===== config.mk =====
export PLATFORM = sky130hd
export DESIGN_NAME = stage_to_buffer_bb
export DESIGN_NICKNAME = d
export VERILOG_FILES = /design/src/rtl/stage_to_buffer_bb_pkg.sv /design/src/rtl/stage_to_buffer_bb_skid_fifo2.sv /design/src/rtl/stage_to_buffer_bb.sv
export SDC_FILE = /design/constraint.sdc
export NUM_CORES = 1
export LEC_CHECK = 0
export ABC_AREA = 1
export BUFFER_PORTS_ARGS = -buffer_cell sky130_fd_sc_hd__buf_2
export CAP_MARGIN = 20
export CORE_UTILIZATION = 25
export CTS_BUF_LIST = sky130_fd_sc_hd__clkbuf_8
export DETAILED_ROUTE_END_ITERATION = 10
export PLACE_DENSITY_LB_ADDON = 0.3
export REMOVE_ABC_BUFFERS = 1
export SLEW_MARGIN = 5
export SYNTH_ARGS = -nofsm -noshare
export SYNTH_HDL_FRONTEND = slang
export SYNTH_SLANG_ARGS = --single-unit

===== constraint.sdc =====
create_clock -name clk -period 2 [get_ports clk]
set_clock_uncertainty 0.2 [all_clocks]
set_input_delay 0.4 -clock clk [delete_from_list [all_inputs] [get_ports clk]]
set_output_delay 0.4 -clock clk [all_outputs]
set_load 0.02 [all_outputs]

===== src/rtl/stage_to_buffer_bb_pkg.sv =====
// Shared definitions for the stage-to-buffer_BB unloader: controller state
// encoding, skid FIFO sizing and the packed {sample, m} word width.
package stage_to_buffer_bb_pkg;

  // Controller states: waiting for start, issuing reads, waiting for last write
  typedef enum logic [1:0] {
    ST_IDLE   = 2'd0,
    ST_ACTIVE = 2'd1,
    ST_DRAIN  = 2'd2
  } stage_state_e;

  // Occupancy counter width of the two-entry skid FIFO (counts 0..2)
  localparam int SKID_CNT_W = 2;

  // Total words that may be buffered or in flight at once
  localparam logic [2:0] SKID_CREDITS = 3'd2;

  // Packed word layout is {sample, m} with the sample in the MSBs, so the
  // packed width is simply the sum of the two field widths.
  function automatic int packed_width(input int sample_w, input int meta_w);
    return sample_w + meta_w;
  endfunction

endpackage


===== src/rtl/stage_to_buffer_bb_skid_fifo2.sv =====
// Two-entry skid FIFO with push/pop and occupancy. Pop reads the head that is
// visible combinationally on dout in the same cycle. Reusable by other
// stage-side unloaders.
module skid_fifo2
  import stage_to_buffer_bb_pkg::*;
#(
  parameter int W = 33
) (
  input  logic                  clk,
  input  logic                  rst_n,
  input  logic                  push,
  input  logic                  pop,
  input  logic [W-1:0]          din,
  output logic [W-1:0]          dout,
  output logic [SKID_CNT_W-1:0] count,
  output logic                  empty
);

  logic [W-1:0]          entry0_q, entry0_d;
  logic [W-1:0]          entry1_q, entry1_d;
  logic                  wr_ptr_q, wr_ptr_d;
  logic                  rd_ptr_q, rd_ptr_d;
  logic [SKID_CNT_W-1:0] count_q, count_d;

  // Next-state for storage, pointers and occupancy
  always_comb begin
    entry0_d = entry0_q;
    entry1_d = entry1_q;
    wr_ptr_d = wr_ptr_q;
    rd_ptr_d = rd_ptr_q;
    count_d  = count_q;
    if (push) begin
      if (wr_ptr_q) begin
        entry1_d = din;
      end else begin
        entry0_d = din;
      end
      wr_ptr_d = ~wr_ptr_q;
    end
    if (pop) begin
      rd_ptr_d = ~rd_ptr_q;
    end
    case ({push, pop})
      2'b10:   count_d = count_q + 2'd1;
      2'b01:   count_d = count_q - 2'd1;
      default: count_d = count_q;
    endcase
  end

  // Storage and pointer registers, cleared on reset so no stale word survives
  always_ff @(posedge clk or negedge rst_n) begin
    if (!rst_n) begin
      entry0_q <= '0;
      entry1_q <= '0;
      wr_ptr_q <= 1'b0;
      rd_ptr_q <= 1'b0;
      count_q  <= '0;
    end else begin
      entry0_q <= entry0_d;
      entry1_q <= entry1_d;
      wr_ptr_q <= wr_ptr_d;
      rd_ptr_q <= rd_ptr_d;
      count_q  <= count_d;
    end
  end

  assign dout  = rd_ptr_q ? entry1_q : entry0_q;
  assign count = count_q;
  assign empty = (count_q == '0);

endmodule


===== src/rtl/stage_to_buffer_bb.sv =====
// Unloads one completed FFT stage into a downstream buffer_BB. Reads stage
// memory and mstore sequentially, packs {sample, m} and writes one word per
// cycle under full-flag backpressure. At most two words are ever held between
// the read port and the write port (skid FIFO occupancy plus reads in flight).
module stage_to_buffer_bb
  import stage_to_buffer_bb_pkg::*;
#(
  parameter int N      = 8,
  parameter int LOG_N  = 3,
  parameter int WIDTH  = 32,
  parameter int MWIDTH = 1
) (
  input  logic                    clk,
  input  logic                    rst_n,
  input  logic                    start,
  output logic [LOG_N-1:0]        out_addr,
  output logic                    out_rd,
  input  logic [WIDTH-1:0]        in_data,
  input  logic [MWIDTH-1:0]       in_m,
  input  logic                    write_full,
  output logic                    write_nd,
  output logic [WIDTH+MWIDTH-1:0] write_data,
  output logic                    finished,
  output logic                    error
);

  localparam int             PW      = packed_width(WIDTH, MWIDTH);
  localparam logic [LOG_N:0] CNT_N   = N[LOG_N:0];
  localparam logic [LOG_N:0] CNT_ONE = {{LOG_N{1'b0}}, 1'b1};

  stage_state_e      state_q, state_d;
  logic [LOG_N:0]    rd_count_q, rd_count_d;
  logic [LOG_N:0]    wr_count_q, wr_count_d;
  logic [LOG_N-1:0]  out_addr_q, out_addr_d;
  logic              out_rd_q, out_rd_d;
  logic              valid_q, valid_d;
  logic              write_nd_q, write_nd_d;
  logic [PW-1:0]     write_data_q, write_data_d;
  logic              finished_q, finished_d;
  logic              error_q, error_d;

  logic [PW-1:0]         ret_word;
  logic [PW-1:0]         head;
  logic                  pop;
  logic                  fifo_push;
  logic                  fifo_pop;
  logic [PW-1:0]         fifo_dout;
  logic [SKID_CNT_W-1:0] fifo_count;
  logic                  fifo_empty;

  logic                  starting;
  logic [LOG_N:0]        rd_base;
  logic [LOG_N:0]        rd_next;
  logic [LOG_N:0]        wr_next;
  logic [2:0]            credit;
  logic [2:0]            credit_limit;

  skid_fifo2 #(
    .W(PW)
  ) u_skid (
    .clk   (clk),
    .rst_n (rst_n),
    .push  (fifo_push),
    .pop   (fifo_pop),
    .din   (ret_word),
    .dout  (fifo_dout),
    .count (fifo_count),
    .empty (fifo_empty)
  );

  // Write path: FIFO head has priority, returning data bypasses an empty FIFO
  always_comb begin
    ret_word  = {in_data, in_m};
    pop       = (!fifo_empty || valid_q) && !write_full;
    head      = fifo_empty ? ret_word : fifo_dout;
    fifo_pop  = pop && !fifo_empty;
    fifo_push = valid_q && !(pop && fifo_empty);
  end

  // Controller: start handling, credit-limited read issue, completion
  always_comb begin
    state_d      = state_q;
    rd_count_d   = rd_count_q;
    wr_count_d   = wr_count_q;
    out_addr_d   = out_addr_q;
    out_rd_d     = 1'b0;
    valid_d      = out_rd_q;
    write_nd_d   = pop;
    write_data_d = pop ? head : write_data_q;
    finished_d   = 1'b0;
    error_d      = error_q;

    starting     = (state_q == ST_IDLE) && start;
    rd_base      = starting ? '0 : rd_count_q;
    rd_next      = rd_base + CNT_ONE;
    wr_next      = wr_count_q + CNT_ONE;
    credit       = {1'b0, fifo_count} + {2'b00, out_rd_q} + {2'b00, valid_q};
    credit_limit = SKID_CREDITS + {2'b00, pop};

    if (start && (state_q != ST_IDLE)) begin
      error_d = 1'b1;
    end

    if (starting) begin
      state_d    = ST_ACTIVE;
      rd_count_d = '0;
      wr_count_d = '0;
      out_addr_d = '0;
    end

    if ((starting || (state_q == ST_ACTIVE)) && (rd_base < CNT_N) &&
        (credit < credit_limit)) begin
      out_rd_d   = 1'b1;
      out_addr_d = rd_base[LOG_N-1:0];
      rd_count_d = rd_next;
      if (rd_next == CNT_N) begin
        state_d = ST_DRAIN;
      end
    end

    if (pop && (state_q != ST_IDLE)) begin
      wr_count_d = wr_next;
      if (wr_next == CNT_N) begin
        finished_d = 1'b1;
        state_d    = ST_IDLE;
      end
    end
  end

  // State and output registers; reset abandons any transfer in progress
  always_ff @(posedge clk or negedge rst_n) begin
    if (!rst_n) begin
      state_q      <= ST_IDLE;
      rd_count_q   <= '0;
      wr_count_q   <= '0;
      out_addr_q   <= '0;
      out_rd_q     <= 1'b0;
      valid_q      <= 1'b0;
      write_nd_q   <= 1'b0;
      write_data_q <= '0;
      finished_q   <= 1'b0;
      error_q      <= 1'b0;
    end else begin
      state_q      <= state_d;
      rd_count_q   <= rd_count_d;
      wr_count_q   <= wr_count_d;
      out_addr_q   <= out_addr_d;
      out_rd_q     <= out_rd_d;
      valid_q      <= valid_d;
      write_nd_q   <= write_nd_d;
      write_data_q <= write_data_d;
      finished_q   <= finished_d;
      error_q      <= error_d;
    end
  end

  assign out_addr   = out_addr_q;
  assign out_rd     = out_rd_q;
  assign write_nd   = write_nd_q;
  assign write_data = write_data_q;
  assign finished   = finished_q;
  assign error      = error_q;

endmodule

---- After elaboration in Yosys (flattened, before gate mapping) ----
Index checks and enable logic that the tools add are counted.
word-level totals
  flip-flop bits (word level) ............. 121
  input port bits ......................... 37
  output and inout bits ................... 40
  logic and storage cells ................. 70
cells by class
  add/subtract/negate cells ............... 7
  magnitude comparators ................... 2
  eq/ne operators ......................... 5
  multiplexer cells ....................... 17
  bitwise gates (word level) .............. 2
  reduce and logical (&&, ||, !) cells .... 22
operators with widths
  kind                                                                 count
  33-bit two-way mux                                                   2
  4-bit two-way mux                                                    4
  2-bit two-way mux                                                    5
  1-bit logical AND                                                    9
  4-bit by 1-bit adder with 4-bit output (second input constant)       2
  4-bit == test (second input constant)                                2
  2-bit nonzero test                                                   4
  3-bit two-way mux                                                    2
  2-bit by 1-bit == test with 1-bit output (second input constant)     2
  2-bit zero test                                                      2
  4-bit less-than comparator (second input constant)                   1
  2-bit one-hot mux with 2 select lines                                1
  2-bit AND reduction                                                  2
  2-bit by 1-bit adder with 3-bit output                               1
  2-bit by 1-bit adder with 3-bit output (first input constant)        1
  3-bit by 1-bit adder with 3-bit output                               1
  1-bit zero test                                                      3
  3-bit less-than comparator                                           1
  1-bit two-way mux                                                    3
  2-bit by 1-bit adder with 2-bit output (second input constant)       1
  2-bit == test (second input constant)                                1
  1-bit logical OR                                                     2
  1-bit NOT                                                            2
  2-bit by 1-bit subtractor with 2-bit output (second input constant)  1

---- Logic depth before layout (Yosys ltp) ----
  depth in word-level cells ............... 10
  depth in mapped cells ................... 11
  gate-level depth less buffers ........... 11

---- By module ----
A second synthesis with hierarchy kept.
second synthesis, totals
  cells, all modules ...................... 653
  area total of the unflattened synthesis .. 5471.5 sq um
modules (own cells, without submodules)
  module              instances  cells each  area each (sq um)  seq. area each (sq um)
  skid_fifo2          1          374         3101.7             1751.7
  stage_to_buffer_bb  1          279         2369.8             1276.2

---- Least setup slack after synthesis ----
Ideal clock, no wire load.
  path type ............................... register to register
  from .................................... register u_skid.count_q[1] (netlist: u_skid.count[1])
  to ...................................... register u_skid.count_q[1] (netlist: u_skid.count[1])
  library setup time ...................... 0.126 ns
  data arrival time ....................... 1.754 ns
  required time ........................... 1.674 ns
  path slack .............................. -0.080 ns
  stages on the path, launching flop included .. 10
  path buffers ............................ 1
  period minus slack after synthesis ...... 2.080 ns
  cell sequence ........................... dfrtp_1 > o21ai_4 > nand2_2 > nand2_4 > nand2_4 > buf_2 > ha_1 > a21oi_1 > o21ai_0 > xnor2_1
between the ends
  cells in the longest elaborated chain, start to end .. 9
  elaborated cells on any way between the ends .. 14
  classes of those cells .................. add/sub (2); eq/ne (2); mux (1); reduce/logical (9)
RTL lines
  what                                                                         line                                                text
  start, declared                                                              stage_to_buffer_bb_skid_fifo2.sv:23                 logic [SKID_CNT_W-1:0] count_q, count_d;
  start signal, assigned                                                       stage_to_buffer_bb_skid_fifo2.sv:63                 count_q <= count_d;
  2-bit zero test                                                              stage_to_buffer_bb_skid_fifo2.sv:69                 assign empty = (count_q == '0);
  1-bit zero test                                                              stage_to_buffer_bb.sv:74, stage_to_buffer_bb.sv:76
  1-bit logical OR                                                             stage_to_buffer_bb.sv:74                            pop = (!fifo_empty || valid_q) && !write_full;
  1-bit logical AND                                                            stage_to_buffer_bb.sv:74
  1-bit logical AND                                                            stage_to_buffer_bb.sv:77                            fifo_push = valid_q && !(pop && fifo_empty);
  1-bit zero test                                                              stage_to_buffer_bb.sv:77
  1-bit logical AND                                                            stage_to_buffer_bb.sv:77
  2-bit by 1-bit == test with 1-bit output or 2-bit == test (tied branches)    stage_to_buffer_bb_skid_fifo2.sv:43                 case ({push, pop})
  2-bit one-hot mux with 2 select lines or 2-bit nonzero test (tied branches)  -
Several ways; a longest one is shown, not always the timed one.
A chain may end at the register's enable or synchronous reset.

---- Worst setup path after layout ----
  from .................................... register u_skid.count_q[0] (netlist: u_skid.count[0])
  to ...................................... register u_skid.count_q[1] (netlist: u_skid.count[1])
The elaborated chain is that of the path after synthesis.

==> summary.txt <==
Critical path
  – Startpoint types: flip-flop
  – Critical path type: flip-flop to flip-flop
  – Kind of end point of the critical path: flip-flop
  – Worst r2r path cells: 8
  – FF-to-FF End: u_skid.count[1]
  – Worst R2R Setup Slack: 0.13 ns
  – R2R Path Start: u_skid.count[0]
  – Req. time, crit path: 2.13 ns
  – Endpoint arrival time on the critical path: 2.00 ns
  – CP Max Fanout: 4

Floorplan
  – Die height: 149 µm
  – Initial Util: 0.256
  – Top Ports: 77
  – # rows: 53
  – Die Area: 22,200 µm²
  – Core area: 21,200 µm²
  – Die boundary width: 149 µm

Power and ir drop
  – Switching Share: 0.216
  – Leak Pwr: 0.00358 µW
  – Cell Pwr Density: 716 nW/µm²
  – Sw power: 1080 µW
  – Clock Power Share: 0.475
  – VDD IR max: 0.000444 V
  – Int Pwr: 3920 µW
  – Combinational share of power: 0.035
  – Sequential Power Share: 0.490
  – Design Power: 5000 µW

STA
  – Final Setup Violations: 0
  – Fin crit period: 1.87 ns
  – Final worst setup slack: 0.131 ns
  – Actual slew at the worst max-slew pin: 0.465 ns
  – Final Max Tran Viols: 0
  – Count of final hold-check violations: 0
  – Max-Slew Margin vs Limit: 0.690
  – Min Hold Slack: 0.0354 ns
  – Fin crit share: 0.935
  – Max Clk Rate: 535 MHz

Placed design
  – HPWL Detailed: 9460 µm
  – Buffers on Ports: 76
  – Worst slack, placed: 0.0810 ns
  – Gpl congestion: 0.716

Synthesis
  – Mapped Area: 5410 µm²
  – Syn Area/Cell: 8.67 µm²
  – Post-synth top area share: 0.559
  – Register bit count reported by yosys: 121
  – Prevailing post-synth register cell: dfrtp_1
  – Ranking of synthesized cells by area: dfrtp_1 (56%), nand2_1 (14%), nand3_1 (7.0%)
  – Number of flops mapped to enable cells by yosys: 0
  – Cell taking the most area after synthesis: dfrtp_1
  – YS warnings: 0
  – Seq/Total Area, Yosys: 0.559
  – Syn Inst Count: 624
  – Number of distinct library cells after synthesis: 27
  – Asr flop ratio synth: 1.00

Routing
  – Routed WL: 14,700 µm
  – Routed Antenna Nets: 0
  – Via count: 4,567
  – Wire per inst: 14.3 µm
  – Vias/cell: 4.44
  – 1st-pass router iterations: 5
  – DRT iter0 DRCs: 276
  – DRC: 0

CTS
  – Clock buffer depth: 2
  – H-tree levels: 4
  – Clock latency on the worst-skew pair: 0.45 ns
  – Reg clk slew, reported paths: 0.07 ns
  – # clock sinks: 121
  – CTS tree: done
  – Num CTS Buffers: 17
  – Root Driver: clkbuf_8

Run
  – Max-Cap Viols: 0

Final layout
  – Area Overhead vs Synth: 29.1%
  – Antenna diodes: 0
  – Layout cell share with drive strength beyond 1: 0.191
  – Layout Nets: 783

Global routing
  – Initial antenna violation count: 0
  – Global-route wire length before repair: 24,400 µm
  – Overflow after GRT: 0
  – Global-route usage over all layers: 0.143
  – Vias in the first global route: 4,517
  – Largest net degree at the start of global routing: 72

Status
  – Result of the run: completed

Worst hold path
  – Hold Path Stages: 3
  – Worst hold start: in_data[26]
  – WHS Endpoint: u_skid.entry1_q[27]
  – Min-Delay Path Class: input pin to flip-flop
==> area by class of cell <==
class | count | area [µm²]
Clock inverter | 13 | 163
Clock buffer | 19 | 262
Inverter | 45 | 171
Fill cell | 2258 | 14200
Tap cell | 275 | 344
Multi-Input combinational cell | 423 | 2070
Timing Repair Buffer | 133 | 951
Sequential cell | 121 | 3030
==> registers in the layout, indices dropped and copies added (netlist names) <==
signal           cells
error                1
finished             1
out_addr             3
out_rd               1
rd_count_q           4
state_q              2
u_skid.count         2
u_skid.entry0_q     33
u_skid.entry1_q     33
u_skid.rd_ptr_q      1
u_skid.wr_ptr_q      1
valid_q              1
wr_count_q           4
write_data          33
write_nd             1
==> worst max-delay path by stage <==
stage | startpoint | to | cells past startpoint
6_report | u_skid.count[0] | u_skid.count[1] | 8
5_1_grt | valid_q | rd_count_q[1] | 11
4_1_cts | u_skid.count[0] | rd_count_q[1] | 11
3_5_place_dp | write_full | u_skid.count[1] | 10
3_3_place_gp | write_full | u_skid.count[1] | 10
2_1_floorplan | u_skid.count[1] | u_skid.count[1] | 8
==> cell families (layout without fill, tap and decap cells) <==
| logic type | Yosys count | in the layout | synth area share |
|---|---|---|---|
| AO/OA/AOI/OAI | 109 | 109 | 0.120 |
| AND/OR/NAND/NOR | 303 | 303 | 0.237 |
| buffers and inverters | 80 | 210 | 0.0613 |
| flip-flops | 121 | 121 | 0.559 |
| adder cells (fa/ha/maj) | 5 | 5 | 0.0129 |
| XOR/XNOR | 6 | 6 | 0.00971 |
==> Yosys cell counts (2+ instances only) <==
library cell  instances
a21oi_1               3
buf_1                 5
buf_2                 8
buf_4                 5
clkbuf_1             15
clkbuf_2              2
dfrtp_1             121
ha_1                  4
inv_1                42
inv_2                 3
nand2_1             199
nand2_2               3
nand2_4               2
nand3_1              76
nand4_1               2
nor2_1               19
o211ai_1             26
o21ai_0              49
o21ai_1              22
o21bai_1              2
o311ai_0              6
xnor2_1               3
xor2_1                3
==> power groups by stage <==
stage	registers [µW]	logic (µW)	clock network, µW
global placement	2490	136	0
finish	2450	177	2370
floorplan	2490	11.4	0
CTS	2450	184	2450
detailed placement	2490	135	0
global route	2450	200	2540
==> layer usage <==
metal	global-route usage	wire length [µm]	vias to the layer above
met2	0.227	6970	86
met5	0	0	-
met4	0.0485	150	0
met1	0.185	6850	2182
met3	0.0388	728	8
li1	-	-	2291
==> critical path: stages (launching register included) <==
cell and delay [ns]:
dfrtp_2 0.44, o21ai_4 0.19, nand2_2 0.09, nand2_4 0.09, nand2_4 0.06, ha_1 0.30
a21oi_1 0.11, o21ai_0 0.11, xnor2_1 0.14
==> metrics by stage <==
stage | instance area, µm² | std cells | setup TNS, ns | util
2_1_floorplan | 5250 | 589 | -48.28 | -
3_3_place_gp | 6210 | 963 | 0 | 0.294
3_5_place_dp | 6210 | 963 | 0 | 0.294
4_1_cts | 6950 | 1026 | 0 | 0.329
5_1_grt | 6990 | 1029 | -0.0171 | 0.330
6_report | 6990 | 1029 | 0 | 0.330
==> cell usage in the layout (no fill, tap or decap), types with 2 or more instances in the layout <==
| cell type | instances |
|---|---|
| buf_2 | 75 |
| o21ai_0 | 49 |
| nand4_1 | 2 |
| o211ai_1 | 26 |
| clkbuf_8 | 19 |
| inv_1 | 48 |
| nand2_4 | 3 |
| xnor2_1 | 3 |
| inv_2 | 2 |
| dfrtp_2 | 2 |
| xor2_1 | 3 |
| buf_4 | 22 |
| dlygate4sd3_1 | 31 |
| ha_1 | 4 |
| clkinvlp_4 | 2 |
| nor2_2 | 2 |
| nand2_1 | 198 |
| o21bai_1 | 2 |
| a21oi_1 | 3 |
| nor2_1 | 17 |
| bufinv_16 | 4 |
| nand2_2 | 3 |
| dfrtp_1 | 119 |
| nand3_1 | 76 |
| buf_12 | 5 |
| o21ai_1 | 22 |
| o311ai_0 | 6 |
==> what timing repair did <==
| item | 4_1_cts | 5_1_grt |
|---|---|---|
| gates resized for setup | 0 | 7 |
| hold endpoints to repair | 166 | 0 |
| setup buffers | 0 | 3 |
| hold buffers | 31 | 0 |
| setup endpoints to repair | 0 | 19 |
No activity file was read; power rests on OpenSTA's default activity.
